## config.mk

```make
export PLATFORM = sky130hd
export DESIGN_NAME = axi_rd_arbiter
export DESIGN_NICKNAME = d
export VERILOG_FILES = /design/src/rtl/axi_rd_arb_pkg.sv /design/src/rtl/axi_rd_addr_decode.sv /design/src/rtl/axi_rd_arbiter.sv
export SDC_FILE = /design/constraint.sdc
export NUM_CORES = 1
export LEC_CHECK = 0
export ABC_AREA = 1
export BUFFER_PORTS_ARGS = -buffer_cell sky130_fd_sc_hd__buf_2
export CORE_ASPECT_RATIO = 1.2
export CORE_UTILIZATION = 30
export CTS_BUF_LIST = sky130_fd_sc_hd__clkbuf_4 sky130_fd_sc_hd__clkbuf_8
export CTS_CLUSTER_SIZE = 28
export DETAILED_ROUTE_END_ITERATION = 8
export PLACE_DENSITY = 0.64
export SETUP_SLACK_MARGIN = 0.3
export SKIP_CTS_REPAIR_TIMING = 1
export SLEW_MARGIN = 25
export SYNTH_ARGS = -nofsm -noshare
export SYNTH_HDL_FRONTEND = slang
export SYNTH_SLANG_ARGS = --single-unit
```

## constraint.sdc

```tcl
create_clock -name G_clk -period 2.09 [get_ports G_clk]
set_input_delay 0.418 -clock G_clk [delete_from_list [all_inputs] [get_ports G_clk]]
set_output_delay 0.418 -clock G_clk [all_outputs]
set_load 0.1 [all_outputs]
```

## src/rtl/axi_rd_arb_pkg.sv

```systemverilog
// Shared types and defaults for the two-master / two-slave AXI read arbiter.
package axi_rd_arb_pkg;

   localparam int ADDR_W_DEF = 32;
   localparam int LEN_W_DEF  = 4;

   typedef enum logic {
      ARB_IDLE = 1'b0,
      ARB_ADDR = 1'b1
   } arb_state_t;

   typedef logic mst_id_t;
   typedef logic slv_id_t;

endpackage

```

## src/rtl/axi_rd_addr_decode.sv

```systemverilog
// Combinational address-window decode for one master; slave 0 wins on overlapping windows.
module axi_rd_addr_decode
   import axi_rd_arb_pkg::*;
#(
   parameter int ADDR_W = ADDR_W_DEF
) (
   input  logic [ADDR_W-1:0] addr,
   input  logic [ADDR_W-1:0] s0_lo,
   input  logic [ADDR_W-1:0] s0_hi,
   input  logic [ADDR_W-1:0] s1_lo,
   input  logic [ADDR_W-1:0] s1_hi,
   output logic              hit_s0,
   output logic              hit_s1,
   output logic              miss
);

   logic in_s0;
   logic in_s1;

   assign in_s0  = (addr >= s0_lo) && (addr <= s0_hi);
   assign in_s1  = (addr >= s1_lo) && (addr <= s1_hi);
   assign hit_s0 = in_s0;
   assign hit_s1 = ~in_s0 & in_s1;
   assign miss   = ~in_s0 & ~in_s1;

endmodule

```

## src/rtl/axi_rd_arbiter.sv

```systemverilog
// Sequencing controller for the 2x2 AXI read interconnect: AR arbitration plus per-slave burst tracking.
// Define AXI_RD_ARB_RR_EN for round-robin tie-breaking; otherwise M0 wins every tie.
module axi_rd_arbiter
   import axi_rd_arb_pkg::*;
#(
   parameter int ADDR_W = ADDR_W_DEF,
   parameter int LEN_W  = LEN_W_DEF
) (
   input  logic              G_clk,
   input  logic              G_reset,
   input  logic              M0_ARVALID,
   input  logic              M1_ARVALID,
   input  logic [ADDR_W-1:0] M0_ARADDR,
   input  logic [ADDR_W-1:0] M1_ARADDR,
   input  logic [LEN_W-1:0]  M0_ARLEN,
   input  logic [LEN_W-1:0]  M1_ARLEN,
   input  logic              S0_ARREADY,
   input  logic              S1_ARREADY,
   input  logic              S0_RVALID,
   input  logic              S1_RVALID,
   input  logic              S0_RLAST,
   input  logic              S1_RLAST,
   input  logic              M0_RREADY,
   input  logic              M1_RREADY,
   input  logic [ADDR_W-1:0] slave0_addr1,
   input  logic [ADDR_W-1:0] slave0_addr2,
   input  logic [ADDR_W-1:0] slave1_addr1,
   input  logic [ADDR_W-1:0] slave1_addr2,
   output logic              select_master_address,
   output logic              select_slave_address,
   output logic              addr_gate,
   output logic              select_data_M0,
   output logic              select_data_M1,
   output logic              data_en_M0,
   output logic              data_en_M1,
   output logic              rready_src_S0,
   output logic              rready_src_S1,
   output logic              rready_en_S0,
   output logic              rready_en_S1,
   output logic              addr_miss,
   output logic              len_err
);

   logic [1:0]       arvalid, arready_s, rvalid_s, rlast_s, rready_m;
   logic [1:0]       hit_s0, hit_s1, miss, tgt, elig, beat, bad_len;
   logic [LEN_W-1:0] arlen_m [2];

   arb_state_t       state;
   mst_id_t          sel_m, win;
   slv_id_t          sel_s;
   logic [1:0]       m_busy, s_busy, owner, sel_data;
   logic [LEN_W-1:0] arlen_q;
   logic [LEN_W-1:0] len_q [2];
   logic [LEN_W:0]   cnt_q [2];
   logic             hs;

   assign arvalid    = {M1_ARVALID, M0_ARVALID};
   assign arready_s  = {S1_ARREADY, S0_ARREADY};
   assign rvalid_s   = {S1_RVALID, S0_RVALID};
   assign rlast_s    = {S1_RLAST, S0_RLAST};
   assign rready_m   = {M1_RREADY, M0_RREADY};
   assign arlen_m[0] = M0_ARLEN;
   assign arlen_m[1] = M1_ARLEN;

   axi_rd_addr_decode #(.ADDR_W(ADDR_W)) u_dec_m0 (
      .addr(M0_ARADDR), .s0_lo(slave0_addr1), .s0_hi(slave0_addr2),
      .s1_lo(slave1_addr1), .s1_hi(slave1_addr2),
      .hit_s0(hit_s0[0]), .hit_s1(hit_s1[0]), .miss(miss[0])
   );

   axi_rd_addr_decode #(.ADDR_W(ADDR_W)) u_dec_m1 (
      .addr(M1_ARADDR), .s0_lo(slave0_addr1), .s0_hi(slave0_addr2),
      .s1_lo(slave1_addr1), .s1_hi(slave1_addr2),
      .hit_s0(hit_s0[1]), .hit_s1(hit_s1[1]), .miss(miss[1])
   );

   // Target slave index is simply "hit S1"; misses are filtered by elig.
   assign tgt     = hit_s1;
   assign elig[0] = arvalid[0] & ~miss[0] & ~m_busy[0] & ~s_busy[tgt[0]];
   assign elig[1] = arvalid[1] & ~miss[1] & ~m_busy[1] & ~s_busy[tgt[1]];
   assign hs      = (state == ARB_ADDR) & arvalid[sel_m] & arready_s[sel_s];

`ifdef AXI_RD_ARB_RR_EN
   logic rr_ptr;

   assign win = (elig == 2'b11) ? rr_ptr : elig[1];

   always_ff @(posedge G_clk or negedge G_reset) begin
      if (!G_reset)
         rr_ptr <= 1'b0;
      else if (hs)
         rr_ptr <= ~rr_ptr;
   end
`else
   assign win = ~elig[0];
`endif

   always_comb begin
      beat    = '0;
      bad_len = '0;
      for (int s = 0; s < 2; s++) begin
         beat[s]    = s_busy[s] & rvalid_s[s] & rready_m[owner[s]];
         bad_len[s] = rlast_s[s] ? (cnt_q[s] != {1'b0, len_q[s]})
                                 : (cnt_q[s] == {1'b0, len_q[s]});
      end
   end

   always_ff @(posedge G_clk or negedge G_reset) begin
      if (!G_reset) begin
         state    <= ARB_IDLE;
         sel_m    <= 1'b0;
         sel_s    <= 1'b0;
         m_busy   <= '0;
         s_busy   <= '0;
         owner    <= '0;
         sel_data <= '0;
         cnt_q[0] <= '0;
         cnt_q[1] <= '0;
      end else begin
         // Completion frees first; a handshake never targets a busy slave or master.
         for (int s = 0; s < 2; s++) begin
            if (beat[s]) begin
               cnt_q[s] <= cnt_q[s] + 1'b1;
               if (rlast_s[s]) begin
                  s_busy[s]        <= 1'b0;
                  m_busy[owner[s]] <= 1'b0;
               end
            end
         end
         case (state)
            ARB_IDLE: begin
               if (|elig) begin
                  sel_m <= win;
                  sel_s <= tgt[win];
                  state <= ARB_ADDR;
               end
            end
            ARB_ADDR: begin
               if (hs) begin
                  m_busy[sel_m]   <= 1'b1;
                  s_busy[sel_s]   <= 1'b1;
                  owner[sel_s]    <= sel_m;
                  sel_data[sel_m] <= sel_s;
                  cnt_q[sel_s]    <= '0;
                  state           <= ARB_IDLE;
               end
            end
         endcase
      end
   end

   // Burst length is payload, not control: no reset needed.
   always_ff @(posedge G_clk) begin
      if (state == ARB_IDLE && |elig)
         arlen_q <= arlen_m[win];
      if (hs)
         len_q[sel_s] <= arlen_q;
   end

   assign select_master_address = sel_m;
   assign select_slave_address  = sel_s;
   assign addr_gate             = (state == ARB_ADDR);
   assign select_data_M0        = sel_data[0];
   assign select_data_M1        = sel_data[1];
   assign data_en_M0            = m_busy[0];
   assign data_en_M1            = m_busy[1];
   assign rready_src_S0         = owner[0];
   assign rready_src_S1         = owner[1];
   assign rready_en_S0          = s_busy[0];
   assign rready_en_S1          = s_busy[1];
   assign addr_miss             = G_reset & |(arvalid & miss);
   assign len_err               = |(beat & bad_len);

endmodule

```

Word level (Yosys, flattened, before mapping)
Memory sizes are Yosys's and may differ from the RTL's.
Index checks and enable logic that the tools add are counted.
{"block": "classes", "n_mul": 0, "shifts": 0, "reduce_logical": 15, "n_addsub": 2, "eq_ne": 4, "div_mod_pow": 0, "n_bitwise": 41, "magnitude_cmp": 22, "mux": 52}
{"operator": "$ge 32x32->1", "count": 4}
{"operator": "$le 32x32->1", "count": 4}
{"operator": "$mux 1", "count": 28}
{"operator": "$mux 10", "count": 2}
{"operator": "$and 1x1->1", "count": 17}
{"operator": "$mux 2", "count": 8}
{"operator": "$mux 5", "count": 3}
{"operator": "$lt 1x2->1 const B", "count": 7}
{"operator": "$mux 4", "count": 3}
{"operator": "$not 1->1", "count": 12}
{"operator": "$add 5x1->5 const B", "count": 2}
{"operator": "$and 10x10->10", "count": 1}
{"operator": "$eq 5x4->1", "count": 2}
{"operator": "$logic_and 1x1->1", "count": 10}
{"operator": "$ne 5x4->1", "count": 2}
{"operator": "$not 10->10", "count": 1}
{"operator": "$and 2x2->2", "count": 4}
{"operator": "$reduce_or 2->1", "count": 3}
{"operator": "$demux 5 s1", "count": 1}
{"operator": "$bwmux 2", "count": 2}
{"operator": "$demux 1 s1", "count": 4}
{"operator": "$ge 1x1->1 const B", "count": 4}
{"operator": "$ge 2x2->1 const B", "count": 2}
{"operator": "$not 1->2", "count": 2}
{"operator": "other kinds (5)", "count": 8}
{"block": "totals", "wordCells": 147, "in_bits": 212, "mem_bits_rw": 8, "out_inout_bits": 13, "regBits": 25, "mem_bits_ro": 0, "latchBits": 0, "memories": 1}
{"memory": "len_q", "words": 2, "width": 4, "rd": 2, "rd_ports_with_merged_regs": 0, "wr": 1, "line": "axi_rd_arbiter.sv:53", "text": "logic [LEN_W-1:0] len_q [2];"}

Longest topological paths before layout
Gate-level depths: netlist of run 1.
{"block": "depth", "word_depth": 14, "ltp_mapped": 22, "mapped_depth_nobuf": 22}

Modules after synthesis
A second synthesis of run 1 with hierarchy kept.
{"block": "unflattened", "cells_unflattened": 1287, "area_unflattened_um2": 8460.6}
{"module": "axi_rd_addr_decode", "seq_area_each_um2": 0.0, "cells_per_inst": 541, "instances": 2, "area_each_um2": 3377.0}
{"module": "axi_rd_arbiter", "seq_area_each_um2": 885.8, "cells_per_inst": 205, "instances": 1, "area_each_um2": 1706.6}

Worst setup path after synthesis of run 1
Ideal clock, no wire load.
{"block": "synth_path", "path_type": "input to output", "start": "in slave0_addr2[31]", "end": "out addr_miss", "arrival_time_ns": 3.725, "n_path_buf": 0, "t_required_ns": 1.672, "cell_stages": 12, "setup_slack_ns": -2.053, "path_cell_list": "inv_1 > ha_1 > nand2_1 > nor2_1 > nand4_1 > nor4_2 > nand2_1 > nand2_1 > nand2_1 > nand2_1 > nand3_1 > a21boi_0"}
{"block": "synth_between", "elab_chain_cells": 7, "elab_cells_between_ends": 11, "classes_between": "order compare (2); bitwise (6); reduce/logical (3)"}
{"item": "start, declared", "line": "axi_rd_arbiter.sv:26", "text": "input logic [ADDR_W-1:0] slave0_addr2,"}
{"item": "$le 32x32->1", "line": "axi_rd_addr_decode.sv:20", "text": "assign in_s0 = (addr >= s0_lo) && (addr <= s0_hi);"}
{"item": "$logic_and 1x1->1", "line": "axi_rd_addr_decode.sv:20"}
{"item": "$not 1->1", "line": "axi_rd_addr_decode.sv:24", "text": "assign miss = ~in_s0 & ~in_s1;"}
{"item": "$and 1x1->1", "line": "axi_rd_addr_decode.sv:24"}
{"item": "$and 2x2->2 *", "line": "axi_rd_arbiter.sv:171", "text": "assign addr_miss = G_reset & |(arvalid & miss);"}
{"item": "$reduce_or 2->1 *", "line": "axi_rd_arbiter.sv:171"}
{"item": "$and 1x1->1 *", "line": "axi_rd_arbiter.sv:171"}
{"item": "end, declared", "line": "axi_rd_arbiter.sv:40", "text": "output logic addr_miss,"}
Every way passes the cells marked *; elsewhere a longest branch is shown, timed or not.

Worst setup path after layout of run 1
{"block": "layout_path", "start": "in M1_ARADDR[29]", "end": "out addr_miss"}
{"block": "layout_between", "elab_chain_cells": 7, "elab_cells_between_ends": 12, "classes_between": "order compare (4); bitwise (5); reduce/logical (3)"}
{"item": "start, declared", "line": "axi_rd_arbiter.sv:14", "text": "input logic [ADDR_W-1:0] M1_ARADDR,"}
{"item": "$ge 32x32->1, or another cell as far along", "line": "axi_rd_addr_decode.sv:20"}
{"item": "$logic_and 1x1->1, on equally long branches", "line": "axi_rd_addr_decode.sv:20, axi_rd_addr_decode.sv:21"}
{"item": "$not 1->1", "line": "axi_rd_addr_decode.sv:24"}
{"item": "$and 1x1->1 *", "line": "axi_rd_addr_decode.sv:24"}
{"item": "$and 2x2->2 *", "line": "axi_rd_arbiter.sv:171"}
{"item": "$reduce_or 2->1 *", "line": "axi_rd_arbiter.sv:171"}
{"item": "$and 1x1->1 *", "line": "axi_rd_arbiter.sv:171"}
Marked as above.

==> summary.md, run 1 <==
| Metric | Value |
|---|---|
| Die width | `150 um` |
| WP buf/inv | `3` |
| Flip-flop and latch count after synthesis | `33` |
| Static leakage power | `6.12 nW` |
| Cells after DPL | `1751` |
| Count of maximum capacitance violations | `0` |
| Max rail drop VDD | `0.000583 V` |
| Detailed-route wire length per cell | `14.5 um` |
| Number of ports placed on the die boundary | `225` |
| Ant. Diodes | `0` |
| Transition time at the pin with the least slew margin | `0.663 ns` |
| Cell taking the most area after synthesis | `sky130_fd_sc_hd__ha_1` |
| Synth async-reset ratio | `63.6%` |
| Mean Syn Cell Area | `6.95 um2` |
| Routability congestion estimate | `0.866` |
| Power density relative to cell area | `482 mW/mm2` |
| IO buf count | `224` |
| Global-route wire length before repair | `39400 um` |
| Part of the Yosys area used for sequential elements | `11.3%` |
| Adder-cell share of the synthesized area | `41.2%` |
| Total die area | `0.0268 mm2` |
| Required @ worst endpoint | `1.67 ns` |
| TritonRoute pass-1 iters | `5` |
| Initial antenna violation count | `2` |
| Total clock buffers created by CTS | `5` |
| Grt total ovfl | `0` |
| Endpoint type of the worst setup path | `output pin` |
| Number of enable-type register cells in the synthesized netlist | `12` |
| Area share of the largest cell type after synthesis | `41.2%` |
| Post-detailed-placement cell area | `0.0104 mm2` |
| Clock Latency Late Sink | `0.29 ns` |
| Largest net degree at the start of global routing | `22` |
| Vias post-DR | `8407` |
| Category of cells accounting for the largest share of critical-path delay | `simple AND/OR/NAND/NOR gates` |
| Worst Hold Class | `input port to asynchronous set/reset pin` |
| Utilization of the core after routing | `44.2%` |
| Setup Viol. Count Final | `13` |
| Die H | `179 um` |
| Layout overhead on the synthesized area | `44.3%` |
| Period minus WS final | `2.74 ns` |
| Overall Global Routing Usage | `18.6%` |
| Xor and xnor area share after synthesis | `0.558%` |
| DRC violation total after the first TritonRoute iteration | `173` |
| Slew headroom | `55.7%` |
| Post-route clock period utilization | `131%` |
| Initial standard-cell utilization of the core | `30.6%` |
| Number of nets in the synthesized netlist | `1599` |
| Distinct cell type count of the synthesized netlist | `37` |
| Synthesized cell area | `0.00784 mm2` |
| Max Clk Rate | `0.365 GHz` |
| Via count of the first global-routing pass | `8167` |
| Maximum fanout along the worst path | `4` |
| Share of cell area taken by muxes after synthesis | `0%` |
| Warnings, synthesis | `0` |
| DP Wirelength | `22900 um` |
| Post-Synthesis Cells | `1129` |
| Clock sinks | `33` |
| Reg clk slew, reported paths | `0.08 ns` |
| Final WS setup | `-0.651 ns` |
| Core Footprint | `0.0256 mm2` |
| Arrival @ worst endpoint | `2.32 ns` |
| TritonCTS clock tree | `yes` |
| Compound-gate portion of the synthesized area | `14.3%` |
| Fraction of layout cells with a size suffix above 1 | `35.8%` |
| Nets | `1911` |
| H-tree depth | `2` |
| Element type at the critical path start | `input port` |
| Maximum clock insertion buffer count | `2` |
| Setup clock skew after layout | `0.00709 ns` |
| Result of the run | `finished, violations left` |
| Fraction of the mapped netlist area in simple logic gates | `22.9%` |
| Violations in the final reports | `negative setup slack` |
| Placement Rows | `64` |
| CP Cell Sequence | `buf_8 -> ha_4 -> nand2_4 -> nor2_4 -> nand4_1 -> buf_6 -> nor4_4 -> nand2_1 -> nand2_1 -> nand2_2 -> nand2_2 -> nand3_2 -> a21boi_4 -> buf_12` |
| Vias per std cell | `4.74` |
| Count of final max-slew check failures | `0` |
| Unrepaired setup endpoints after global routing | `true` |
| Final instance area | `0.0113 mm2` |
| Synth Flop Type | `sky130_fd_sc_hd__dfrtp_1` |
| Commonest cells in the synthesized netlist | `sky130_fd_sc_hd__nand2_1, sky130_fd_sc_hd__ha_1, sky130_fd_sc_hd__inv_1` |
| Leading post-synthesis cells by cell area | `sky130_fd_sc_hd__ha_1, sky130_fd_sc_hd__nand2_1, sky130_fd_sc_hd__inv_1` |
| Clock Tree Root | `sky130_fd_sc_hd__clkbuf_8` |
| Aggregate routed wire length | `25700 um` |
| Number of nets still failing antenna checks after routing | `0` |
| Critical path class | `input port to output pin` |
| Combinational family with the most area after synthesis | `adder cells` |
| Hold violation count in the final report | `0` |
| Most frequent cell after synthesis | `sky130_fd_sc_hd__nand2_1` |
| Standard cell with the maximum stage delay on the critical path | `sky130_fd_sc_hd__nor4_4` |
| Delay of the slowest cell on the worst path | `0.30 ns` |
| Count of non-filler cells in the finished layout | `1772` |
| DRC Markers | `0` |
[final timing paths]
kind / from / end / slack, ns / depth (start not counted)
max: M1_ARADDR[29] / addr_miss / -0.65 / 14
min in group G_clk: M1_ARLEN[2] / arlen_q[2] / 0.39 / 3
max in group asynchronous: G_reset / select_master_address / 1.69 / 2
max reg2reg: select_master_address / sel_data[0] / 0.41 / 7
min reg2reg: arlen_q[3] / len_q[1][3] / 0.45 / 0
min: G_reset / cnt_q[7] / 0.15 / 2
[through the flow]
step / setup WS (ns) / TNS, ns / hold slack [ns] / power [mW]
after floorplan: -0.440 / -0.440 / 0.122 / 3.41
after global placement: -0.751 / -7.36 / 0.431 / 4.46
after detailed placement: -0.768 / -7.57 / 0.436 / 4.54
after CTS: -0.774 / -4.28 / 0.161 / 5.17
after global routing: -0.769 / -4.77 / 0.175 / 5.93
final: -0.651 / -3.16 / 0.154 / 5.46
[where the power goes]
part | switching [mW] | internal [mW] | total (mW) | leakage [nW]
clock | 0.255 | 0.357 | 0.612 | 0.0543
sequential | 0.204 | 0.936 | 1.14 | 0.362
combinational | 2.39 | 1.31 | 3.71 | 5.70
total | 2.85 | 2.61 | 5.46 | 6.12
[worst register-to-register path: cells and delay by family (launching register included)]
kind	cells	cell delay, ns
DFF	1	0.52
AOI/OAI and AO/OA	5	0.74
buffers and inverters	2	0.31
[registers in the layout, indices dropped and copies added (netlist names)]
signal	cells
len_q	8
owner	2
cnt_q	10
arlen_q	4
addr_gate	1
select_slave_address	1
s_busy	2
m_busy	2
select_master_address	1
sel_data	2
[cells by family after synthesis]
logic type,count (synthesis)
adder cells (fa/ha/maj),258
XOR/XNOR,5
flip-flops,33
AND/OR/NAND/NOR,423
AO/OA/AOI/OAI,204
buffers and inverters,206
[layer usage]
layer	wire (um)	global-route usage (%)	up-vias
li1	-	-	4407
met1	10600	21.6	3782
met2	13800	36.5	177
met3	864	1.15	37
met4	470	4.12	4
met5	23	0	-
[final cells by class]
class,count,area (um2)
clock buffers,5,68.8
clock inverters,3,46.3
fillers,2625,14300
inverters,206,821
multi-input cells,892,7180
flip-flops and latches,33,907
well taps,330,413
repair buffers,303,1880
[cell usage in the layout, fill, tap and decap left out, types with 8 or more instances in the layout]
cell type	synthesis	layout
sky130_fd_sc_hd__edfxtp_1	12	12
sky130_fd_sc_hd__o211ai_1	9	9
sky130_fd_sc_hd__nand2_2	4	32
sky130_fd_sc_hd__nor3_1	14	11
sky130_fd_sc_hd__buf_6	0	8
sky130_fd_sc_hd__inv_1	203	160
sky130_fd_sc_hd__a21oi_2	0	15
sky130_fd_sc_hd__nand3_1	23	15
sky130_fd_sc_hd__nand2_1	265	234
sky130_fd_sc_hd__o21ai_1	4	8
sky130_fd_sc_hd__nand3_2	1	9
sky130_fd_sc_hd__nor2_2	2	19
sky130_fd_sc_hd__buf_4	0	77
sky130_fd_sc_hd__dfrtp_1	21	14
sky130_fd_sc_hd__o21ai_0	40	34
sky130_fd_sc_hd__ha_1	258	214
sky130_fd_sc_hd__nand4_1	14	14
sky130_fd_sc_hd__buf_2	0	207
sky130_fd_sc_hd__o21a_1	8	8
sky130_fd_sc_hd__nor2_1	83	61
sky130_fd_sc_hd__inv_2	2	34
sky130_fd_sc_hd__ha_4	0	44
sky130_fd_sc_hd__a21oi_1	124	108
(Power assumes the default switching activity.)
==> run 2: changes to the inputs <==
ABC_CLOCK_PERIOD_IN_PS = 3200   (was default)
PLACE_DENSITY = 0.62   (was 0.64)
clock period = 3.2 ns   (was 2.09 ns; I/O delays follow)
==> summary.md, run 2 (same netlist as run 1, synthesis figures left out) <==
| Metric | Value |
|---|---|
| Max Clk Rate | `0.315 GHz` |
| H-tree depth | `2 (unchanged)` |
| Required @ worst endpoint | `2.56 ns (+0.89 ns)` |
| WP buf/inv | `3 (unchanged)` |
| TritonCTS clock tree | `yes` |
| Clock Tree Root | `sky130_fd_sc_hd__clkbuf_8` |
| Max rail drop VDD | `0.000394 V (-32%)` |
| Power density relative to cell area | `319 mW/mm2 (-34%)` |
| Count of non-filler cells in the finished layout | `1718 (-3.0%)` |
| Transition time at the pin with the least slew margin | `0.655 ns (-0.00724 ns)` |
| Vias per std cell | `4.80 (+1.2%)` |
| Static leakage power | `5.81 nW (-5.1%)` |
| Vias post-DR | `8251 (-1.9%)` |
| Setup Viol. Count Final | `0 (-13)` |
| Layout overhead on the synthesized area | `27.5%` |
| Slew headroom | `56.1% (+0.48 points)` |
| Final WS setup | `0.0211 ns (+0.672 ns)` |
| Aggregate routed wire length | `25100 um (-2.6%)` |
| Total clock buffers created by CTS | `5 (unchanged)` |
| Maximum clock insertion buffer count | `2 (unchanged)` |
| DP Wirelength | `22700 um (-0.96%)` |
| Category of cells accounting for the largest share of critical-path delay | `simple AND/OR/NAND/NOR gates` |
| Largest register by flop count | `cnt_q` |
| Endpoint type of the worst setup path | `output pin` |
| Overall Global Routing Usage | `18.4% (-0.16 points)` |
| DRC violation total after the first TritonRoute iteration | `191 (+10%)` |
| DRC Markers | `0 (unchanged)` |
| Post-route clock period utilization | `99.3%` |
| Initial antenna violation count | `3 (+1)` |
| Flop2flop setup slack | `1.05 ns (+0.64 ns)` |
| Critical path class | `input port to output pin` |
| Arrival @ worst endpoint | `2.54 ns (+0.22 ns)` |
| Commonest cells after routing, fill and taps aside | `sky130_fd_sc_hd__nand2_1, sky130_fd_sc_hd__ha_1, sky130_fd_sc_hd__buf_2` |
| Nets | `1855 (-2.9%)` |
| Worst setup timing slack at the placement stage | `-0.124 ns (+0.643 ns)` |
| Total die area | `0.0268 mm2 (unchanged)` |
| Most frequent standard cell in the layout excluding fill and tap cells | `sky130_fd_sc_hd__nand2_1` |
| Core Footprint | `0.0256 mm2 (unchanged)` |
| IO buf count | `224 (unchanged)` |
| Reg clk slew, reported paths | `0.07 ns (about the same)` |
| Number of ports placed on the die boundary | `225 (unchanged)` |
| Count of maximum capacitance violations | `0 (unchanged)` |
| CP Cell Sequence | `buf_12 -> ha_4 -> nand2_4 -> nor2_4 -> nand4_1 -> buf_6 -> nor4_4 -> nand2_1 -> nand2_1 -> nand2_2 -> nand2_2 -> nand3_2 -> a21boi_4 -> buf_12` |
| Flip-flop count of the largest register, all copies and words added | `10 (unchanged)` |
| Final instance area | `0.0100 mm2 (-12%)` |
| Routability congestion estimate | `0.899 (+3.8%)` |
| Initial standard-cell utilization of the core | `30.6% (unchanged)` |
| Cells after DPL | `1704 (-2.7%)` |
| Element type at the critical path start | `input port` |
| Count of final max-slew check failures | `0 (unchanged)` |
| Number of nets still failing antenna checks after routing | `0 (unchanged)` |
| Largest net degree at the start of global routing | `22 (unchanged)` |
| Storage cell area | `886 um2 (-2.3%)` |
| Detailed-route wire length per cell | `14.6 um (+0.48%)` |
| Area of combinational cells with multiple inputs | `0.00643 mm2 (-10%)` |
| Placement Rows | `64 (unchanged)` |
| Worst Hold Class | `input port to asynchronous set/reset pin` |
| Clock sinks | `33 (unchanged)` |
| Setup clock skew after layout | `0.00595 ns (-0.00115 ns)` |
| TritonRoute pass-1 iters | `4 (-1)` |
| Hold violation count in the final report | `0 (unchanged)` |
| Post-detailed-placement cell area | `0.00957 mm2 (-8.1%)` |
| Clock Latency Late Sink | `0.29 ns (about the same)` |
| Delay of the slowest cell on the worst path | `0.30 ns (about the same)` |
| Top flop regs | `cnt_q: 10 flops, len_q: 8 flops, arlen_q: 4 flops` |
| Standard cell with the maximum stage delay on the critical path | `sky130_fd_sc_hd__nor4_4` |
| Maximum fanout along the worst path | `4 (unchanged)` |
| Die width | `150 um (unchanged)` |
| Grt total ovfl | `0 (unchanged)` |
| Total power | `3.19 mW (-42%)` |
| Fraction of layout cells with a size suffix above 1 | `22.9% (-13 points)` |
| Period minus WS final | `3.18 ns` |
| Count of filler cells inserted in the layout | `2701 (+2.9%)` |
| Via count of the first global-routing pass | `8095 (-0.88%)` |
| Die H | `179 um (unchanged)` |
| Global-route wire length before repair | `38600 um (-1.8%)` |
| Utilization of the core after routing | `39.0% (-5.2 points)` |
| Unrepaired setup endpoints after global routing | `true` |
| Result of the run | `completed` |
[run 2: metal layers]
layer	wire length (um)	track usage (%)
met1	10600	22.1
met5	13	0
met4	545	4.00
met3	1170	1.63
met2	12700	35.0
[run 2: metrics by stage]
| stage | hold slack (ns) | TNS, ns |
|---|---|---|
| final | 0.380 | 0 |
| after global routing | 0.403 | -0.119 |
| after CTS | 0.383 | -0.142 |
| after detailed placement | 0.438 | -0.124 |
| after global placement | 0.436 | -0.142 |
| after floorplan | 0.344 | 0 |
[run 2: worst register-to-register path, cell delays in order (launching register included)]
cell and delay, ns:
sky130_fd_sc_hd__dfrtp_1 0.47, sky130_fd_sc_hd__o21ai_0 0.23, sky130_fd_sc_hd__o211ai_1 0.14, sky130_fd_sc_hd__a21oi_1 0.23, sky130_fd_sc_hd__inv_1 0.18, sky130_fd_sc_hd__nor2_1 0.54
[run 2: path summary, 6_finish.rpt]
path,from,end,cells past startpoint
max in group asynchronous,G_reset,select_master_address,2
worst max-delay path,M1_ARADDR[29],addr_miss,14
worst max register to register,select_master_address,len_q[0][2],5
worst min register to register,arlen_q[3],len_q[1][3],0
min in group G_clk,arlen_q[3],len_q[1][3],0
worst min-delay path,G_reset,cnt_q[5],2
[run 2: layout make-up]
class | instances | area share (%)
Antenna cell | 2 | 0.0501
Clock buffer | 5 | 0.688
Clock inverter | 3 | 0.463
Inverter | 206 | 7.73
Multi-Input combinational cell | 890 | 64.3
Sequential cell | 33 | 8.86
Tap cell | 330 | 4.13
Timing Repair Buffer | 249 | 13.8
[run 2: where the power goes]
group	internal (mW)	leakage, nW	switching (mW)
Sequential	0.587	0.370	0.125
Combinational	0.668	5.38	1.42
Clock	0.233	0.0544	0.159
==> run 3: changes to the inputs <==
ABC_CLOCK_PERIOD_IN_PS = 3100   (was 3200)
clock period = 3.1 ns   (was 3.2 ns; I/O delays follow)
==> summary.md, run 3 (same netlist as run 1, synthesis figures left out) <==
| Metric | Value |
|---|---|
| Grt total ovfl | `0 (unchanged)` |
| Core Footprint | `0.0256 mm2 (unchanged)` |
| Power density relative to cell area | `329 mW/mm2 (+3.2%)` |
| Count of filler cells inserted in the layout | `2730 (+1.1%)` |
| Power spent charging and discharging nets | `1.78 mW (+4.5%)` |
| Reg clk slew, reported paths | `0.07 ns (about the same)` |
| Fraction of layout cells with a size suffix above 1 | `23.6% (+0.69 points)` |
| Number of nets still failing antenna checks after routing | `0 (unchanged)` |
| Die H | `179 um (unchanged)` |
| Violations in the final reports | `negative setup slack` |
| Global-route wire length before repair | `39200 um (+1.4%)` |
| TritonRoute pass-1 iters | `5 (+1)` |
| Period minus WS final | `3.16 ns` |
| Setup clock skew after layout | `0.00399 ns (-0.00195 ns)` |
| Largest register by flop count | `cnt_q` |
| Relative contribution of combinational cells to total power | `65.9% (+0.5 points)` |
| Utilization of the core after routing | `39.6% (+0.55 points)` |
| Endpoint type of the worst setup path | `output pin` |
| TritonCTS clock tree | `yes` |
| Total clock buffers created by CTS | `5 (unchanged)` |
| Initial antenna violation count | `5 (+2)` |
| Clock Tree Root | `sky130_fd_sc_hd__clkbuf_8` |
| Vias per std cell | `4.77 (-0.65%)` |
| Hold violation count in the final report | `0 (unchanged)` |
| Total die area | `0.0268 mm2 (unchanged)` |
| Max rail drop VDD | `0.000395 V (+0.33%)` |
| Clock sinks | `33 (unchanged)` |
| Top flop regs | `cnt_q: 10 flops, len_q: 8 flops, arlen_q: 4 flops` |
| Setup Viol. Count Final | `1 (+1)` |
| Aggregate negative setup slack | `-0.0560 ns (-0.0560 ns)` |
| Element type at the critical path start | `input port` |
| Final WS setup | `-0.0560 ns (-0.0771 ns)` |
| Max Clk Rate | `0.317 GHz` |
| Required @ worst endpoint | `2.48 ns (-0.08 ns)` |
| Static leakage power | `5.92 nW (+2.0%)` |
| Nets | `1878 (+1.2%)` |
| Sequential power share | `22.0% (-0.3 points)` |
| H-tree depth | `2 (unchanged)` |
| Overall Global Routing Usage | `18.8% (+0.31 points)` |
| Flip-flop count of the largest register, all copies and words added | `10 (unchanged)` |
| Clock Latency Late Sink | `0.29 ns (about the same)` |
| Detailed-route wire length per cell | `14.7 um (+0.79%)` |
| Clock network power share | `12.1% (-0.2 points)` |
| Initial standard-cell utilization of the core | `30.6% (unchanged)` |
| Largest net degree at the start of global routing | `22 (unchanged)` |
| Arrival @ worst endpoint | `2.54 ns (about the same)` |
| Slew headroom | `56.0% (-0.14 points)` |
| Unrepaired setup endpoints after global routing | `true` |
| Maximum fanout along the worst path | `3 (-1)` |
| Routability congestion estimate | `0.893 (-0.62%)` |
| Sw Ratio | `53.3% (-0.091 points)` |
| DRC violation total after the first TritonRoute iteration | `217 (+14%)` |
| Flop2flop setup slack | `0.93 ns (-0.12 ns)` |
| Via count of the first global-routing pass | `8190 (+1.2%)` |
| Vias post-DR | `8312 (+0.74%)` |
| Transition time at the pin with the least slew margin | `0.658 ns (+0.00216 ns)` |
| Worst Hold Class | `input port to asynchronous set/reset pin` |
| Layout overhead on the synthesized area | `29.3%` |
| DRC Markers | `0 (unchanged)` |
| Aggregate routed wire length | `25600 um (+2.2%)` |
| Placement Rows | `64 (unchanged)` |
| Critical path class | `input port to output pin` |
| Count of final max-slew check failures | `0 (unchanged)` |
| Result of the run | `finished, violations left` |
| Most frequent standard cell in the layout excluding fill and tap cells | `sky130_fd_sc_hd__nand2_1` |
| Design internal power | `1.56 mW (+4.9%)` |
| DP Wirelength | `23100 um (+2.0%)` |
| Die width | `150 um (unchanged)` |
| R2R cell count | `5 (unchanged)` |
| Count of maximum capacitance violations | `0 (unchanged)` |
| Smallest hold slack | `0.364 ns (-0.0158 ns)` |
| Critical register-to-register path endpoint | `len_q[0][2]` |
| Maximum clock insertion buffer count | `2 (unchanged)` |
| Number of ports placed on the die boundary | `225 (unchanged)` |
| R2r startpoint | `select_master_address` |
| Commonest cells after routing, fill and taps aside | `sky130_fd_sc_hd__nand2_1, sky130_fd_sc_hd__ha_1, sky130_fd_sc_hd__buf_2` |
| IO buf count | `224 (unchanged)` |
| Post-route clock period utilization | `102%` |
## run 3: changes by cell type in the layout (fill, tap and decap cells not counted), sizes merged
cell,before,now
clkbuf,6,5
diode,2,3
buf,248,272
## run 3: final cells by class
class / instances / area [um2] / share of cell area [%]
diodes: 3 / 7.51 / 0.0740
clock buffers: 5 / 68.8 / 0.679
clock inverters: 3 / 46.3 / 0.457
inverters: 206 / 773 / 7.63
multi-input cells: 890 / 6380 / 62.9
flip-flops and latches: 33 / 886 / 8.74
well taps: 330 / 413 / 4.07
repair buffers: 272 / 1560 / 15.4
## run 3: metrics by stage
| step | power (mW) | setup WS (ns) | std cells | cell area, um2 |
|---|---|---|---|---|
| floorplan | 2.21 | 0.105 | 1129 | 7870 |
| global placement | 2.84 | -0.284 | 1723 | 9720 |
| detailed placement | 2.89 | -0.278 | 1723 | 9720 |
| CTS | 3.31 | -0.296 | 1731 | 9830 |
| global route | 3.65 | -0.194 | 1741 | 10100 |
| finish | 3.34 | -0.0560 | 1742 | 10100 |
## run 3: worst max path at each step
stage                     startpoint   endpoint  cells after the start
finish                 M1_ARADDR[29]  addr_miss                     14
detailed placement     M1_ARADDR[31]  addr_miss                     13
floorplan           slave0_addr2[31]  addr_miss                     12
global placement       M1_ARADDR[31]  addr_miss                     13
global route        slave0_addr2[31]  addr_miss                     15
CTS                    M1_ARADDR[31]  addr_miss                     13
## run 3: metal layers
| metal | GRT usage, % | wire [um] | vias up |
|---|---|---|---|
| met5 | 0 | 13 | - |
| met4 | 5.36 | 617 | 2 |
| met3 | 1.98 | 1010 | 37 |
| met2 | 35.2 | 13100 | 193 |
| met1 | 22.1 | 10900 | 3723 |
| li1 | - | - | 4357 |
## run 3: critical path, cell delays in order
cell                       delay (ns)
sky130_fd_sc_hd__buf_8           0.10
sky130_fd_sc_hd__ha_4            0.27
sky130_fd_sc_hd__nand2_4         0.05
sky130_fd_sc_hd__nor2_4          0.12
sky130_fd_sc_hd__nand4_1         0.12
sky130_fd_sc_hd__buf_6           0.15
sky130_fd_sc_hd__nor4_4          0.31
sky130_fd_sc_hd__nand2_1         0.08
sky130_fd_sc_hd__nand2_1         0.09
sky130_fd_sc_hd__nand2_2         0.07
sky130_fd_sc_hd__nand2_2         0.08
sky130_fd_sc_hd__nand3_2         0.08
sky130_fd_sc_hd__a21boi_4        0.19
sky130_fd_sc_hd__buf_12          0.19
## run 3: power by group through the flow
stage / Combinational (mW) / Clock [mW] / Sequential (mW)
2_1_floorplan: 1.02 / 0 / 1.19
3_3_place_gp: 2.10 / 0 / 0.741
3_5_place_dp: 2.15 / 0 / 0.745
4_1_cts: 2.16 / 0.416 / 0.736
5_1_grt: 2.46 / 0.434 / 0.757
6_report: 2.20 / 0.403 / 0.736
